$ cat src/rtl/fp_pkg.sv
// Shared single-precision FP definitions for the multiplier/divider datapath.
package fp_pkg;

    localparam int unsigned FP_WIDTH    = 32;
    localparam int unsigned FP_EXP_W    = 8;
    localparam int unsigned FP_FRAC_W   = 23;
    localparam int unsigned FP_MANT_W   = 24;
    localparam int unsigned FP_EXP_BIAS = 127;

    localparam logic [FP_WIDTH-1:0] FP_QNAN    = 32'h7FC00000;
    localparam logic [FP_EXP_W-1:0] FP_EXP_MAX = 8'hFF;

    // Operand classification flags, bit order nan/inf/zero (MSB to LSB)
    typedef struct packed {
        logic is_nan;
        logic is_inf;
        logic is_zero;
    } fp_class_t;

    typedef enum logic [2:0] {
        ST_IDLE,
        ST_UNPACK,
        ST_MUL,
        ST_NORM,
        ST_ROUND
    } fp_state_t;

endpackage

$ cat src/rtl/fp_classify.sv
// Combinational IEEE-754 single classifier; subnormals are reported as zero.
module fp_classify
    import fp_pkg::*;
(
    input  logic [FP_WIDTH-1:0]  operand,
    output logic                 is_nan,
    output logic                 is_inf,
    output logic                 is_zero,
    output logic [FP_MANT_W-1:0] mant
);

    logic [FP_EXP_W-1:0]  exp_f;
    logic [FP_FRAC_W-1:0] frac_f;
    logic                 unused_sign;

    assign unused_sign = operand[FP_WIDTH-1];
    assign exp_f       = operand[FP_WIDTH-2 -: FP_EXP_W];
    assign frac_f      = operand[FP_FRAC_W-1:0];

    assign is_nan  = (exp_f == FP_EXP_MAX) && (frac_f != '0);
    assign is_inf  = (exp_f == FP_EXP_MAX) && (frac_f == '0);
    assign is_zero = (exp_f == '0);
    assign mant    = is_zero ? '0 : {1'b1, frac_f};

endmodule

$ cat src/rtl/fp_multiplier.sv
// Iterative IEEE-754 single multiplier (shift-add, BITS_PER_CYCLE bits per cycle).
// Define FPMUL_RNE_EN for round-to-nearest-even; otherwise results truncate.
module fp_multiplier
    import fp_pkg::*;
#(
    parameter int unsigned BITS_PER_CYCLE = 1
) (
    input  logic                clk,
    input  logic                rst,
    input  logic                start,
    input  logic [FP_WIDTH-1:0] input_a,
    input  logic [FP_WIDTH-1:0] input_b,
    output logic                busy,
    output logic                done,
    output logic [FP_WIDTH-1:0] output_z
);

    localparam int unsigned MUL_CYCLES = FP_MANT_W / BITS_PER_CYCLE;
    localparam int unsigned CNT_W      = 5;
    localparam int unsigned PROD_W     = 2 * FP_MANT_W;
    localparam int unsigned SEXP_W     = 10;

    fp_state_t                   state_q, state_d;
    logic [FP_WIDTH-1:0]         a_q, a_d, b_q, b_d;
    fp_class_t                   cls_a_q, cls_a_d, cls_b_q, cls_b_d;
    logic                        sign_q, sign_d;
    logic signed [SEXP_W-1:0]    exp_q, exp_d;
    logic [PROD_W-1:0]           mcand_q, mcand_d;
    logic [FP_MANT_W-1:0]        mult_q, mult_d;
    logic [PROD_W-1:0]           acc_q, acc_d;
    logic [CNT_W-1:0]            cnt_q, cnt_d;
    logic [FP_FRAC_W-1:0]        frac_q, frac_d;
    logic                        busy_d, done_d;
    logic [FP_WIDTH-1:0]         z_d;
    logic [PROD_W-1:0]           partial;

    logic                        a_nan, a_inf, a_zero, b_nan, b_inf, b_zero;
    logic [FP_MANT_W-1:0]        mant_a, mant_b;

    logic                        any_nan;
    logic [FP_FRAC_W-1:0]        frac_fin;
    logic signed [SEXP_W-1:0]    exp_fin;
    logic [FP_WIDTH-1:0]         result;

`ifdef FPMUL_RNE_EN
    logic                        guard_q, guard_d, sticky_q, sticky_d;
    logic                        round_up;
    logic [FP_MANT_W:0]          mant_rnd;
`else
    logic                        unused_low;
    assign unused_low = ^acc_q[FP_FRAC_W-1:0];
`endif

    fp_classify u_cls_a (
        .operand (a_q),
        .is_nan  (a_nan),
        .is_inf  (a_inf),
        .is_zero (a_zero),
        .mant    (mant_a)
    );

    fp_classify u_cls_b (
        .operand (b_q),
        .is_nan  (b_nan),
        .is_inf  (b_inf),
        .is_zero (b_zero),
        .mant    (mant_b)
    );

    // Round, range-check and special-case selection for the ROUND state
    always_comb begin
        any_nan = cls_a_q.is_nan | cls_b_q.is_nan
                | (cls_a_q.is_inf & cls_b_q.is_zero)
                | (cls_a_q.is_zero & cls_b_q.is_inf);
        frac_fin = frac_q;
        exp_fin  = exp_q;
`ifdef FPMUL_RNE_EN
        round_up = guard_q & (sticky_q | frac_q[0]);
        mant_rnd = {2'b01, frac_q} + 25'(round_up);
        if (mant_rnd[FP_MANT_W]) begin
            frac_fin = mant_rnd[FP_FRAC_W:1];
            exp_fin  = exp_q + 10'sd1;
        end else begin
            frac_fin = mant_rnd[FP_FRAC_W-1:0];
        end
`endif
        if (any_nan) begin
            result = FP_QNAN;
        end else if (cls_a_q.is_inf | cls_b_q.is_inf) begin
            result = {sign_q, FP_EXP_MAX, 23'b0};
        end else if (cls_a_q.is_zero | cls_b_q.is_zero) begin
            result = {sign_q, 31'b0};
        end else if (exp_fin >= 10'sd255) begin
            result = {sign_q, FP_EXP_MAX, 23'b0};
        end else if (exp_fin <= 10'sd0) begin
            result = {sign_q, 31'b0};
        end else begin
            result = {sign_q, exp_fin[FP_EXP_W-1:0], frac_fin};
        end
    end

    // Partial product for the multiplier bits retired this cycle
    always_comb begin
        partial = '0;
        for (int i = 0; i < int'(BITS_PER_CYCLE); i++) begin
            if (mult_q[i]) begin
                partial = partial + (mcand_q << i);
            end
        end
    end

    always_comb begin
        state_d  = state_q;
        a_d      = a_q;
        b_d      = b_q;
        cls_a_d  = cls_a_q;
        cls_b_d  = cls_b_q;
        sign_d   = sign_q;
        exp_d    = exp_q;
        mcand_d  = mcand_q;
        mult_d   = mult_q;
        acc_d    = acc_q;
        cnt_d    = cnt_q;
        frac_d   = frac_q;
        busy_d   = 1'b1;
        done_d   = 1'b0;
        z_d      = output_z;
`ifdef FPMUL_RNE_EN
        guard_d  = guard_q;
        sticky_d = sticky_q;
`endif
        case (state_q)
            ST_IDLE: begin
                busy_d = 1'b0;
                if (start) begin
                    a_d     = input_a;
                    b_d     = input_b;
                    busy_d  = 1'b1;
                    state_d = ST_UNPACK;
                end
            end
            ST_UNPACK: begin
                cls_a_d = {a_nan, a_inf, a_zero};
                cls_b_d = {b_nan, b_inf, b_zero};
                sign_d  = a_q[FP_WIDTH-1] ^ b_q[FP_WIDTH-1];
                exp_d   = 10'(a_q[FP_WIDTH-2 -: FP_EXP_W])
                        + 10'(b_q[FP_WIDTH-2 -: FP_EXP_W])
                        - 10'(FP_EXP_BIAS);
                mcand_d = 48'(mant_a);
                mult_d  = mant_b;
                acc_d   = '0;
                cnt_d   = '0;
                state_d = ST_MUL;
            end
            ST_MUL: begin
                acc_d   = acc_q + partial;
                mcand_d = mcand_q << BITS_PER_CYCLE;
                mult_d  = mult_q >> BITS_PER_CYCLE;
                cnt_d   = cnt_q + 5'd1;
                if (cnt_q == 5'(MUL_CYCLES - 1)) begin
                    state_d = ST_NORM;
                end
            end
            ST_NORM: begin
                if (acc_q[PROD_W-1]) begin
                    frac_d   = acc_q[46:24];
                    exp_d    = exp_q + 10'sd1;
`ifdef FPMUL_RNE_EN
                    guard_d  = acc_q[23];
                    sticky_d = |acc_q[22:0];
`endif
                end else begin
                    frac_d   = acc_q[45:23];
`ifdef FPMUL_RNE_EN
                    guard_d  = acc_q[22];
                    sticky_d = |acc_q[21:0];
`endif
                end
                state_d = ST_ROUND;
            end
            ST_ROUND: begin
                z_d     = result;
                done_d  = 1'b1;
                state_d = ST_IDLE;
            end
            default: begin
                busy_d  = 1'b0;
                state_d = ST_IDLE;
            end
        endcase
    end

    always_ff @(posedge clk) begin
        if (rst) begin
            state_q  <= ST_IDLE;
            a_q      <= '0;
            b_q      <= '0;
            cls_a_q  <= '0;
            cls_b_q  <= '0;
            sign_q   <= 1'b0;
            exp_q    <= '0;
            mcand_q  <= '0;
            mult_q   <= '0;
            acc_q    <= '0;
            cnt_q    <= '0;
            frac_q   <= '0;
            busy     <= 1'b0;
            done     <= 1'b0;
            output_z <= '0;
`ifdef FPMUL_RNE_EN
            guard_q  <= 1'b0;
            sticky_q <= 1'b0;
`endif
        end else begin
            state_q  <= state_d;
            a_q      <= a_d;
            b_q      <= b_d;
            cls_a_q  <= cls_a_d;
            cls_b_q  <= cls_b_d;
            sign_q   <= sign_d;
            exp_q    <= exp_d;
            mcand_q  <= mcand_d;
            mult_q   <= mult_d;
            acc_q    <= acc_d;
            cnt_q    <= cnt_d;
            frac_q   <= frac_d;
            busy     <= busy_d;
            done     <= done_d;
            output_z <= z_d;
`ifdef FPMUL_RNE_EN
            guard_q  <= guard_d;
            sticky_q <= sticky_d;
`endif
        end
    end

endmodule
$ cat config.mk
export PLATFORM = sky130hd
export DESIGN_NAME = fp_multiplier
export DESIGN_NICKNAME = d
export VERILOG_FILES = /design/src/rtl/fp_pkg.sv /design/src/rtl/fp_classify.sv /design/src/rtl/fp_multiplier.sv
export SDC_FILE = /design/constraint.sdc
export NUM_CORES = 1
export LEC_CHECK = 0
export ABC_CLOCK_PERIOD_IN_PS = 7600
export CORE_UTILIZATION = 57
export CTS_CLUSTER_SIZE = 14
export DETAILED_ROUTE_END_ITERATION = 8
export GPL_TIMING_DRIVEN = 0
export PLACE_DENSITY = 0.79
export SYNTH_ARGS = -nofsm -noshare
export SYNTH_HDL_FRONTEND = slang
export SYNTH_HIERARCHICAL = 1
export SYNTH_SLANG_ARGS = --single-unit
$ cat constraint.sdc
create_clock -name clk -period 7.6 [get_ports clk]
set_input_delay 2.28 -clock clk [delete_from_list [all_inputs] [get_ports clk]]
set_output_delay 2.28 -clock clk [all_outputs]
set_load 0.05 [all_outputs]
==> impl_results.md <==
* Status: finished, final reports clean
* First-pass GRT wire length at 59,900 µm
* Synth Cell Area at 0.0136 mm²
* Initial antenna violation count at 0
* Final WL at 36,500 µm
* R2r startpoint: mult_q[0]$_SDFFE_PP0P_
* Chip Width at 156 µm
* Synth cell types at 64
* Cell Chain, Critical Path: clkdlybuf4s50_1 -> clkbuf_1 -> clkbuf_1 -> clkbuf_1 -> nor2_1
* Hold_sp: mult_q[7]$_SDFFE_PP0P_
* Die ar. at 0.0245 mm²
* Max-slew headroom at 0.166
* Clock slew at reported path FFs at 0.06 ns
* Final Cycle Share at 0.593
* Syn Nets at 1,861
* Cells after Synth at 1,727
* Final cell count without fillers at 2,199
* RD Place Congestion at 0.933
* Skew-Pair Late Insertion Delay at 0.54 ns
* Worst Hold Class: register to register
* Antenna Nets Post-Route at 0
* Mean Syn Cell Area at 7.88 µm²
* Post-synthesis sequential area ratio at 0.391
* Layout cells sized above 1 at 0.0372
* Place WS at 2.66 ns
* RSZ-0062 raised after global routing: no
* Synth-to-Final Area Change at 17.7%
* Tmin final at 4.51 ns
* Met1 GRT Util at 0.381
* Leak at 5.91 nW
* Critical path type: input pin to register
* Core ar. at 0.0235 mm²
* Rows at 56
* Crit path to: acc_q[21]$_SDFFE_PP0P_
* Largest net degree at the start of global routing at 14
* Setup slack, reg-to-reg at 3.22 ns
* Cts hold-fix bufs at 0
* Post-synth EDFFs at 0
* Port Buf Inserts at 100
* Critical path launch point: rst
* R2R cell count at 15
* Slew @ Worst Pin at 1.24 ns
* Routed vias/inst at 5.86
* Max stage delay on crit path at 0.72 ns
* CTS tree: built
* Largest vdd supply drop at 0.170 mV
* Die H at 156 µm
* Vias in the first global route at 12,337
* Fin Setup TNS at 0 ns
* Seq cells post-synth at 266
* Total track usage at 0.302
* Max Cap Violations at 0
* IO Count at 101
* Final setup viols at 0
* Worst endpoint required time at 7.99 ns
* Met2 Track Usage GR at 0.524
* Via count at 12,881
* Starting DRT DRC Count at 884
* Setup crit end kind: register
* Most common flop cell mapped by yosys: dfxtp_1
* Setup bufs post-CTS at 0
* Leading area contributor after synthesis: dfxtp_1
* Met3 global-route usage at 0.0399
* Root buf cell: clkbuf_16
* Ys async rst share at 0
* H-tree Lvls at 1
* GRT Max-Usage Layer: met2
* Ant diodes at 0
* YS warnings at 6
* Final Hold Viols at 0
* CP most frequent cell: clkbuf_1
* Fmax at 222 MHz
* Sink Count at 266
* WP depth at 5
* NumNets Final at 1,992
* CTS buffer count at 29
* Placed cells at 2,146
* Critical Path AT at 4.90 ns
* Final design utilization at 0.682
* DRC violations left at 0
* Clock skew at 0.0139 ns
* Slew Limit Fails at 0
* Worst-path fanout max at 10
* Starting Density at 0.580
* Wire per inst at 16.6 µm
* Worst Setup Start Kind: input pin
* DRT Pass-1 Iters at 5
* CP Buf/Inv Count at 4
* Slowest stage cell on the critical path: clkbuf_1
* Setup ws final at 3.09 ns
* Ranking of synthesized cells by area: dfxtp_1 (39%), a21oi_1 (8.6%), nand2_1 (8.5%)
* Top cell family by delay on the critical path: buffers and inverters
* Bufs on Longest Clock Path at 3
* Top cell type's share of synthesized area at 0.391
* GRT overflow at 0
* HPWL Detailed at 27,100 µm
* Power Density at 204 mW/mm²
* Final hold slack at 0.456 ns
* Worst reg2reg path endpoint: acc_q[42]$_SDFFE_PP0P_
* CTS resizes at 0
-- Yosys cell counts, types with 2 or more instances --
master       n
a2111oi_4    2
a211o_1      3
a211oi_1    28
a21boi_0     2
a21o_1      25
a21oi_1    235
a221o_1      2
a221oi_1     2
a22oi_1     76
a311oi_1     4
a31oi_1      7
a41oi_1      4
and2_1     100
and3_1       4
and4_1       5
buf_1        7
buf_2        5
clkbuf_1   103
dfxtp_1    266
fa_1         2
ha_1        65
inv_1       23
mux2i_1     27
nand2_1    309
nand2b_1     5
nand3_1     69
nand4_1     14
nor2_1     111
nor2b_1     12
nor3_1      25
nor3b_1      8
nor4_1      16
nor4b_1      2
o21a_1       4
o21ai_0     35
o21ai_1     32
o21bai_1     9
o31ai_1      3
or2_0        2
or2_2        2
or3_1        3
xnor2_1     29
xor2_1      19
-- power by group --
part	internal [mW]	switching [mW]
clock	0.886	0.577
combinational	0.113	0.214
sequential	1.44	0.0371
-- area by class of cell --
cell class                 count  area (µm²)
tap                          319         399
buffer                       115         438
clock buffer                  39         853
timing repair buffer         100        1000
fill                        1987        7460
inverter                      24        90.1
multi-input combinational   1322        7760
clock inverter                14         154
sequential                   266        5330
-- cell usage in the layout (no fill, tap or decap), drive strengths merged, types with 65 or more instances in the layout --
cell and count:
a21oi 235, a22oi 76, clkbuf 142, dfxtp 266, ha 65, clkdlybuf4s50 100, o21ai 67, and2 100
nor2 111, nand3 69, nand2 309
-- metrics by stage --
step / area, µm² / total power [mW]
2_1_floorplan: 13600 / 1.69
3_3_place_gp: 15000 / 1.81
3_5_place_dp: 15000 / 1.82
4_1_cts: 16000 / 3.27
5_1_grt: 16000 / 3.37
6_report: 16000 / 3.26
-- sequential cells by signal (all words and copies together), names as in the netlist, 5 cells and up --
signal and flops:
b_q 32, cnt_q 5, mult_q 24, frac_fin 23, output_z 32, exp_fin 10, acc_q 48, mcand_q 48
a_q 32
-- worst min-delay path by stage --
stage	end	slack [ns]	cells past startpoint
4_1_cts	mult_q[7]$_SDFFE_PP0P_	0.45	2
5_1_grt	mult_q[16]$_SDFFE_PP0P_	0.48	2
2_1_floorplan	acc_q[14]$_SDFFE_PP0P_	0.43	2
6_report	mult_q[7]$_SDFFE_PP0P_	0.46	2
3_5_place_dp	mult_q[7]$_SDFFE_PP0P_	0.45	2
3_3_place_gp	mult_q[5]$_SDFFE_PP0P_	0.44	2
-- per-layer routing --
layer / vias to the layer above / wire [µm]
li1: 6347 / -
met2: 380 / 17300
met1: 6073 / 15900
met3: 81 / 1970
met5: - / 0
met4: 0 / 1300
-- kinds of logic after synthesis --
family | synth area share
AO/OA/AOI/OAI | 0.223
flip-flops | 0.391
multiplexers | 0.0199
buffers and inverters | 0.0388
adder cells (fa/ha/maj) | 0.0627
AND/OR/NAND/NOR | 0.233
XOR/XNOR | 0.0309
-- worst reg2reg max path: cells and delay by family (launching register included) --
kind,cells,cell delay (ns)
compound gates,8,1.91
xor+xnor,1,0.21
fa+ha+maj,2,0.47
buf+inv,2,0.76
flops,1,0.40
simple gates,2,0.57
Power figures use the tool's default switching activity.
